<file path="config.mk">
export PLATFORM = sky130hd
export DESIGN_NAME = lmsm_sequencer
export DESIGN_NICKNAME = d
export VERILOG_FILES = /design/src/rtl/lmsm_sequencer.sv
export SDC_FILE = /design/constraint.sdc
export NUM_CORES = 1
export LEC_CHECK = 0
export ABC_CLOCK_PERIOD_IN_PS = 4570
export BUFFER_PORTS_ARGS = -buffer_cell sky130_fd_sc_hd__clkbuf_2
export CORE_UTILIZATION = 45
export CTS_CLUSTER_DIAMETER = 40
export DETAILED_ROUTE_END_ITERATION = 10
export MAX_ROUTING_LAYER = met4
export PLACE_DENSITY = 0.68
export SYNTH_ARGS = -nofsm -noshare
export SYNTH_HDL_FRONTEND = slang
export SYNTH_SLANG_ARGS = --single-unit
export TNS_END_PERCENT = 20
</file>
<file path="constraint.sdc">
create_clock -name clk -period 4.57 [get_ports clk]
set_input_delay 0.914 -clock clk [delete_from_list [all_inputs] [get_ports clk]]
set_output_delay 0.914 -clock clk [all_outputs]
set_load 0.02 [all_outputs]
</file>
<file path="src/rtl/lmsm_sequencer.sv">
// -----------------------------------------------------------------------------
// lmsm_sequencer
// Sequences multi-register load (LM) and store (SM) transfers. One start pulse
// latches a register mask, a base address and the direction. The block then
// walks the set mask bits in ascending order and performs one memory access per
// set bit at consecutive addresses. Each access stalls for as long as the
// memory holds mem_ready low.
//
// Ports
//   clk         in   1   system clock, rising edge
//   proc_rst    in   1   asynchronous active-high reset
//   start       in   1   begin transfer (honoured in IDLE only)
//   is_store    in   1   1 = SM (reg -> mem), 0 = LM (mem -> reg)
//   reg_list    in   8   register mask, bit k selects R(k)
//   base_addr   in   16  first memory address
//   mem_ready   in   1   memory completes current access this cycle
//   busy        out  1   sequencer not idle
//   done        out  1   one-cycle completion pulse
//   rf_index    out  3   register index of current transfer
//   rf_wen      out  1   register-file write strobe (LM)
//   mem_addr    out  16  current memory address
//   mem_read    out  1   memory read request (LM)
//   mem_write   out  1   memory write request (SM)
//   xfer_count  out  4   completed transfers in current/last operation
// -----------------------------------------------------------------------------
module lmsm_sequencer (
   input  logic        clk,
   input  logic        proc_rst,
   input  logic        start,
   input  logic        is_store,
   input  logic [7:0]  reg_list,
   input  logic [15:0] base_addr,
   input  logic        mem_ready,
   output logic        busy,
   output logic        done,
   output logic [2:0]  rf_index,
   output logic        rf_wen,
   output logic [15:0] mem_addr,
   output logic        mem_read,
   output logic        mem_write,
   output logic [3:0]  xfer_count
);

   typedef enum logic [1:0] {
      ST_IDLE   = 2'd0,
      ST_SCAN   = 2'd1,
      ST_ACCESS = 2'd2,
      ST_DONE   = 2'd3
   } state_t;

   state_t      state_q,    state_d;
   logic [7:0]  mask_q,     mask_d;
   logic [15:0] addr_q,     addr_d;
   logic        mode_q,     mode_d;
   logic [2:0]  index_q,    index_d;
   logic [15:0] mem_addr_q, mem_addr_d;
   logic [3:0]  count_q,    count_d;
   logic        rf_wen_s;

   // Priority encoder: index of the lowest set bit (0 when the mask is empty).
   function automatic logic [2:0] lowest_set(input logic [7:0] m);
      logic [2:0] idx;
      idx = 3'd0;
      for (int k = 7; k >= 0; k--) begin
         if (m[k]) begin
            idx = 3'(k);
         end
      end
      return idx;
   endfunction

   // State and datapath registers.
   always_ff @(posedge clk or posedge proc_rst) begin
      if (proc_rst) begin
         state_q    <= ST_IDLE;
         mask_q     <= 8'd0;
         addr_q     <= 16'd0;
         mode_q     <= 1'b0;
         index_q    <= 3'd0;
         mem_addr_q <= 16'd0;
         count_q    <= 4'd0;
      end else begin
         state_q    <= state_d;
         mask_q     <= mask_d;
         addr_q     <= addr_d;
         mode_q     <= mode_d;
         index_q    <= index_d;
         mem_addr_q <= mem_addr_d;
         count_q    <= count_d;
      end
   end

   // Next-state logic and the ready-qualified write strobe.
   always_comb begin
      state_d    = state_q;
      mask_d     = mask_q;
      addr_d     = addr_q;
      mode_d     = mode_q;
      index_d    = index_q;
      mem_addr_d = mem_addr_q;
      count_d    = count_q;
      rf_wen_s   = 1'b0;
      case (state_q)
         ST_IDLE: begin
            if (start) begin
               mask_d  = reg_list;
               addr_d  = base_addr;
               mode_d  = is_store;
               count_d = 4'd0;
               state_d = ST_SCAN;
            end else begin
               state_d = ST_IDLE;
            end
         end
         ST_SCAN: begin
            if (mask_q == 8'd0) begin
               state_d = ST_DONE;
            end else begin
               // mem_addr/rf_index are loaded here so they stay put between
               // accesses even though addr_q advances at the end of ACCESS.
               index_d    = lowest_set(mask_q);
               mem_addr_d = addr_q;
               state_d    = ST_ACCESS;
            end
         end
         ST_ACCESS: begin
            if (mem_ready) begin
               rf_wen_s = ~mode_q;
               mask_d   = mask_q & ~(8'd1 << index_q);
               addr_d   = addr_q + 16'd1;   // wraps modulo 2^16
               count_d  = count_q + 4'd1;
               state_d  = ST_SCAN;
            end else begin
               state_d = ST_ACCESS;
            end
         end
         ST_DONE: begin
            state_d = ST_IDLE;
         end
         default: begin
            state_d = ST_IDLE;
         end
      endcase
   end

   // Memory requests decode from state only, so they cannot glitch with mem_ready.
   assign busy       = (state_q != ST_IDLE);
   assign done       = (state_q == ST_DONE);
   assign mem_read   = (state_q == ST_ACCESS) & ~mode_q;
   assign mem_write  = (state_q == ST_ACCESS) &  mode_q;
   assign rf_wen     = rf_wen_s;
   assign rf_index   = index_q;
   assign mem_addr   = mem_addr_q;
   assign xfer_count = count_q;

endmodule
</file>
==> results.sh <==
export IMPL_clk_path_buf_depth=2
export IMPL_slew_headroom_pct=19.8
export IMPL_r2r_end="mem_addr[4]$_DFFE_PP0P_"
export IMPL_syn_area_um2=2550
export IMPL_p_comb_share_pct=44.3
export IMPL_outcome="complete, no violations"
export IMPL_dpl_hpwl_mm=4.10
export IMPL_via_per_inst=5.63
export IMPL_setup_viol=0
export IMPL_p_int_w=0.00121
export IMPL_synth_seq_cells=50
export IMPL_worst_path_stages=4
export IMPL_via_count=2195
export IMPL_cp_end_kind="output port"
export IMPL_start_kind="flop"
export IMPL_cp_required_ns=3.66
export IMPL_nets=348
export IMPL_drive_gt1_share_pct=28.3
export IMPL_diodes=0
export IMPL_fill_cells=532
export IMPL_grt_use_total_pct=22.0
export IMPL_fp_dieArea_um2=5960
export IMPL_synth_seq_area_share_pct=49.1
export IMPL_critPathBufInv=1
export IMPL_place_area_um2=2870
export IMPL_fin_crit_ns=2.93
export IMPL_initial_core_util_pct=46.5
export IMPL_fmax_mhz=342
export IMPL_dr_first_iter_drc_count=155
export IMPL_switching_share_pct=44.0
export IMPL_drv_slew=0
export IMPL_path_class="reg2out"
export IMPL_grt_pass1_vias=2058
export IMPL_cap_violations=0
export IMPL_synthesis_nets=298
export IMPL_final_util_pct=54.5
export IMPL_p_clk_share_pct=14.4
export IMPL_grt_start_max_net_pins=51
export IMPL_finalSetupTns_ns=0
export IMPL_first_pass_iters=4
export IMPL_io_buffers=56
export IMPL_hold_depth=1
export IMPL_syn_area_per_cell_um2=9.54
export IMPL_crit_chain="nor2b_2 -> nand2_1 -> nor2_1 -> clkbuf_2"
export IMPL_synth_compound_area_share_pct=17.5
export IMPL_row_count=27
export IMPL_seqPwrFrac_pct=41.3
export IMPL_synth_xor_area_share_pct=0.344
export IMPL_ys_warnings_count=0
export IMPL_grt_pass1_wl_mm=10.1
export IMPL_yosys_cell_types_count=43
export IMPL_cts_resized=0
export IMPL_antenna_found_initial=0
export IMPL_syn_to_final_growth_pct=17.1
export IMPL_die_h_um=77.2
export IMPL_slowest_delay_ns=0.64
export IMPL_post_cts_buffers=0
export IMPL_peakVddDrop_v=0.000282
export IMPL_seq_area_um2=1250
export IMPL_synth_largest_area_cell="dfrtp_1"
export IMPL_cts_buffers=5
export IMPL_ctsHoldBuffers=0
export IMPL_synth_area_leaders="dfrtp_1, mux2_2, a21oi_1"
export IMPL_routabilityCongestion=0.851
export IMPL_rsz0062_at_grt="false"
export IMPL_multiInputGateArea_um2=1200
export IMPL_synthAdderAreaFrac_pct=0.983
export IMPL_overflow=0
export IMPL_yosysMostFrequentCell="dfrtp_1"
export IMPL_path_max_fanout=18
export IMPL_hold_end="mem_addr[11]$_DFFE_PP0P_"
export IMPL_timing_rr_start="state_q[0]$_DFF_PP0_"
export IMPL_die_w_um=77.2
export IMPL_root_buffer="clkbuf_8"
export IMPL_syn_inst=267
export IMPL_clkSlewWorstSetupHoldPaths_ns=0.09
export IMPL_critPathSlowestCell="nor2b_2"
export IMPL_worstHoldStart="mem_addr[11]$_DFFE_PP0P_"
export IMPL_leakagePower_nw=1.32
export IMPL_finalClockSkew_ns=0.00772
export IMPL_cts_tree="built"
export IMPL_fin_crit_sh_pct=64.1
export IMPL_arrival_ns=2.01
export IMPL_ys_top_cells_by_count="dfrtp_1, nor2_1, a21oi_1"
export IMPL_p_per_area_nw_per_um2=725
export IMPL_hold_class="reg2reg"
export IMPL_synth_simple_area_share_pct=19.6
export IMPL_rrSetupSlack_ns=2.34
export IMPL_num_io_pins=57
export IMPL_hold_viol_final=0
export IMPL_r2r_cells=3
export IMPL_wl_per_cell_um=15.3
export IMPL_design_area_um2=2980
export IMPL_yosys_area_top_type_share_pct=49.1
export IMPL_synthMuxAreaShare_pct=8.35
export IMPL_coreArea_um2=5470
export IMPL_synthFlopType="dfrtp_1"
export IMPL_startpoint="state_q[1]$_DFF_PP0_"
export IMPL_async_reset_ff_share_pct=100
export IMPL_synth_top_family_by_area="simple AND/OR/NAND/NOR gates"
export IMPL_wirelength_mm=5.98
export IMPL_htreeDepth=2
export IMPL_tightest_slew_ns=1.20
export IMPL_drc=0
export IMPL_clock_sinks=50
export IMPL_clk_latency_ns=0.30
export IMPL_ant_nets=0
export IMPL_cp_top_family="simple AND/OR/NAND/NOR gates"
export IMPL_power_switching_w=0.000952
export IMPL_synth_edf_count=0
[per-layer routing]
layer / share of wire (%) / global-route usage (%) / vias up
met5: 0 / - / -
met4: 1.1 / 5.85 / 0
met3: 4.0 / 4.64 / 7
met2: 46 / 32.7 / 44
met1: 49 / 30.4 / 1074
li1: - / - / 1070
[final cells by class]
| class | count | share of cell area [%] |
|---|---|---|
| inverters | 8 | 1.01 |
| well taps | 72 | 3.02 |
| multi-input cells | 193 | 40.2 |
| flip-flops and latches | 50 | 42.0 |
| clock inverters | 3 | 1.34 |
| repair buffers | 59 | 10.2 |
| clock buffers | 5 | 2.31 |
[power groups by stage]
stage / combinational [W] / clock (W) / sequential, W
floorplan: 0.000650 / 0 / 0.000925
global placement: 0.000939 / 0 / 0.000886
detailed placement: 0.000963 / 0 / 0.000895
CTS: 0.000965 / 0.000321 / 0.000888
global route: 0.00107 / 0.000334 / 0.000931
finish: 0.000957 / 0.000312 / 0.000893
[cells in the final DEF, fill, tap and decap left out, drive strengths merged, types with 2 or more instances in the layout]
master	count
nand3	15
a2bb2oi	5
or4	3
inv	8
buf	3
nor2b	2
ha	2
clkinv	2
or3	3
mux2	18
a31o	2
o21ai	19
a21oi	26
dfrtp	50
and2	3
nor2	27
o211ai	2
a31oi	2
nand2b	3
clkbuf	61
nand4	6
o22ai	9
and3	4
nand2	22
nor4	5
[sequential cells by signal, indices dropped and copies added (netlist names)]
register	cells
xfer_count	4
addr_q	16
state_q	2
mode_q	1
mem_addr	16
mask_q	8
rf_index	3
[worst max-delay path by stage]
stage | end | slack, ns
2_1_floorplan | rf_wen | 2.38
3_3_place_gp | rf_wen | 2.04
3_5_place_dp | rf_wen | 1.99
4_1_cts | rf_wen | 1.63
5_1_grt | rf_wen | 1.42
6_report | rf_wen | 1.64
[metrics by stage]
step | total power, W | hold slack, ns | setup slack, ns | instances
after floorplan | 0.00158 | 0.507 | 2.38 | 267
after global placement | 0.00182 | 0.477 | 2.04 | 382
after detailed placement | 0.00186 | 0.478 | 1.99 | 382
after CTS | 0.00217 | 0.503 | 1.63 | 390
after global routing | 0.00233 | 0.529 | 1.42 | 390
final | 0.00216 | 0.494 | 1.64 | 390
[kinds of logic after synthesis]
group	Yosys count
simple gates	98
compound gates	73
buf+inv	24
mux	19
flops	50
fa+ha+maj	2
xor+xnor	1
Note: power is estimated with default switching activity, not from simulation.
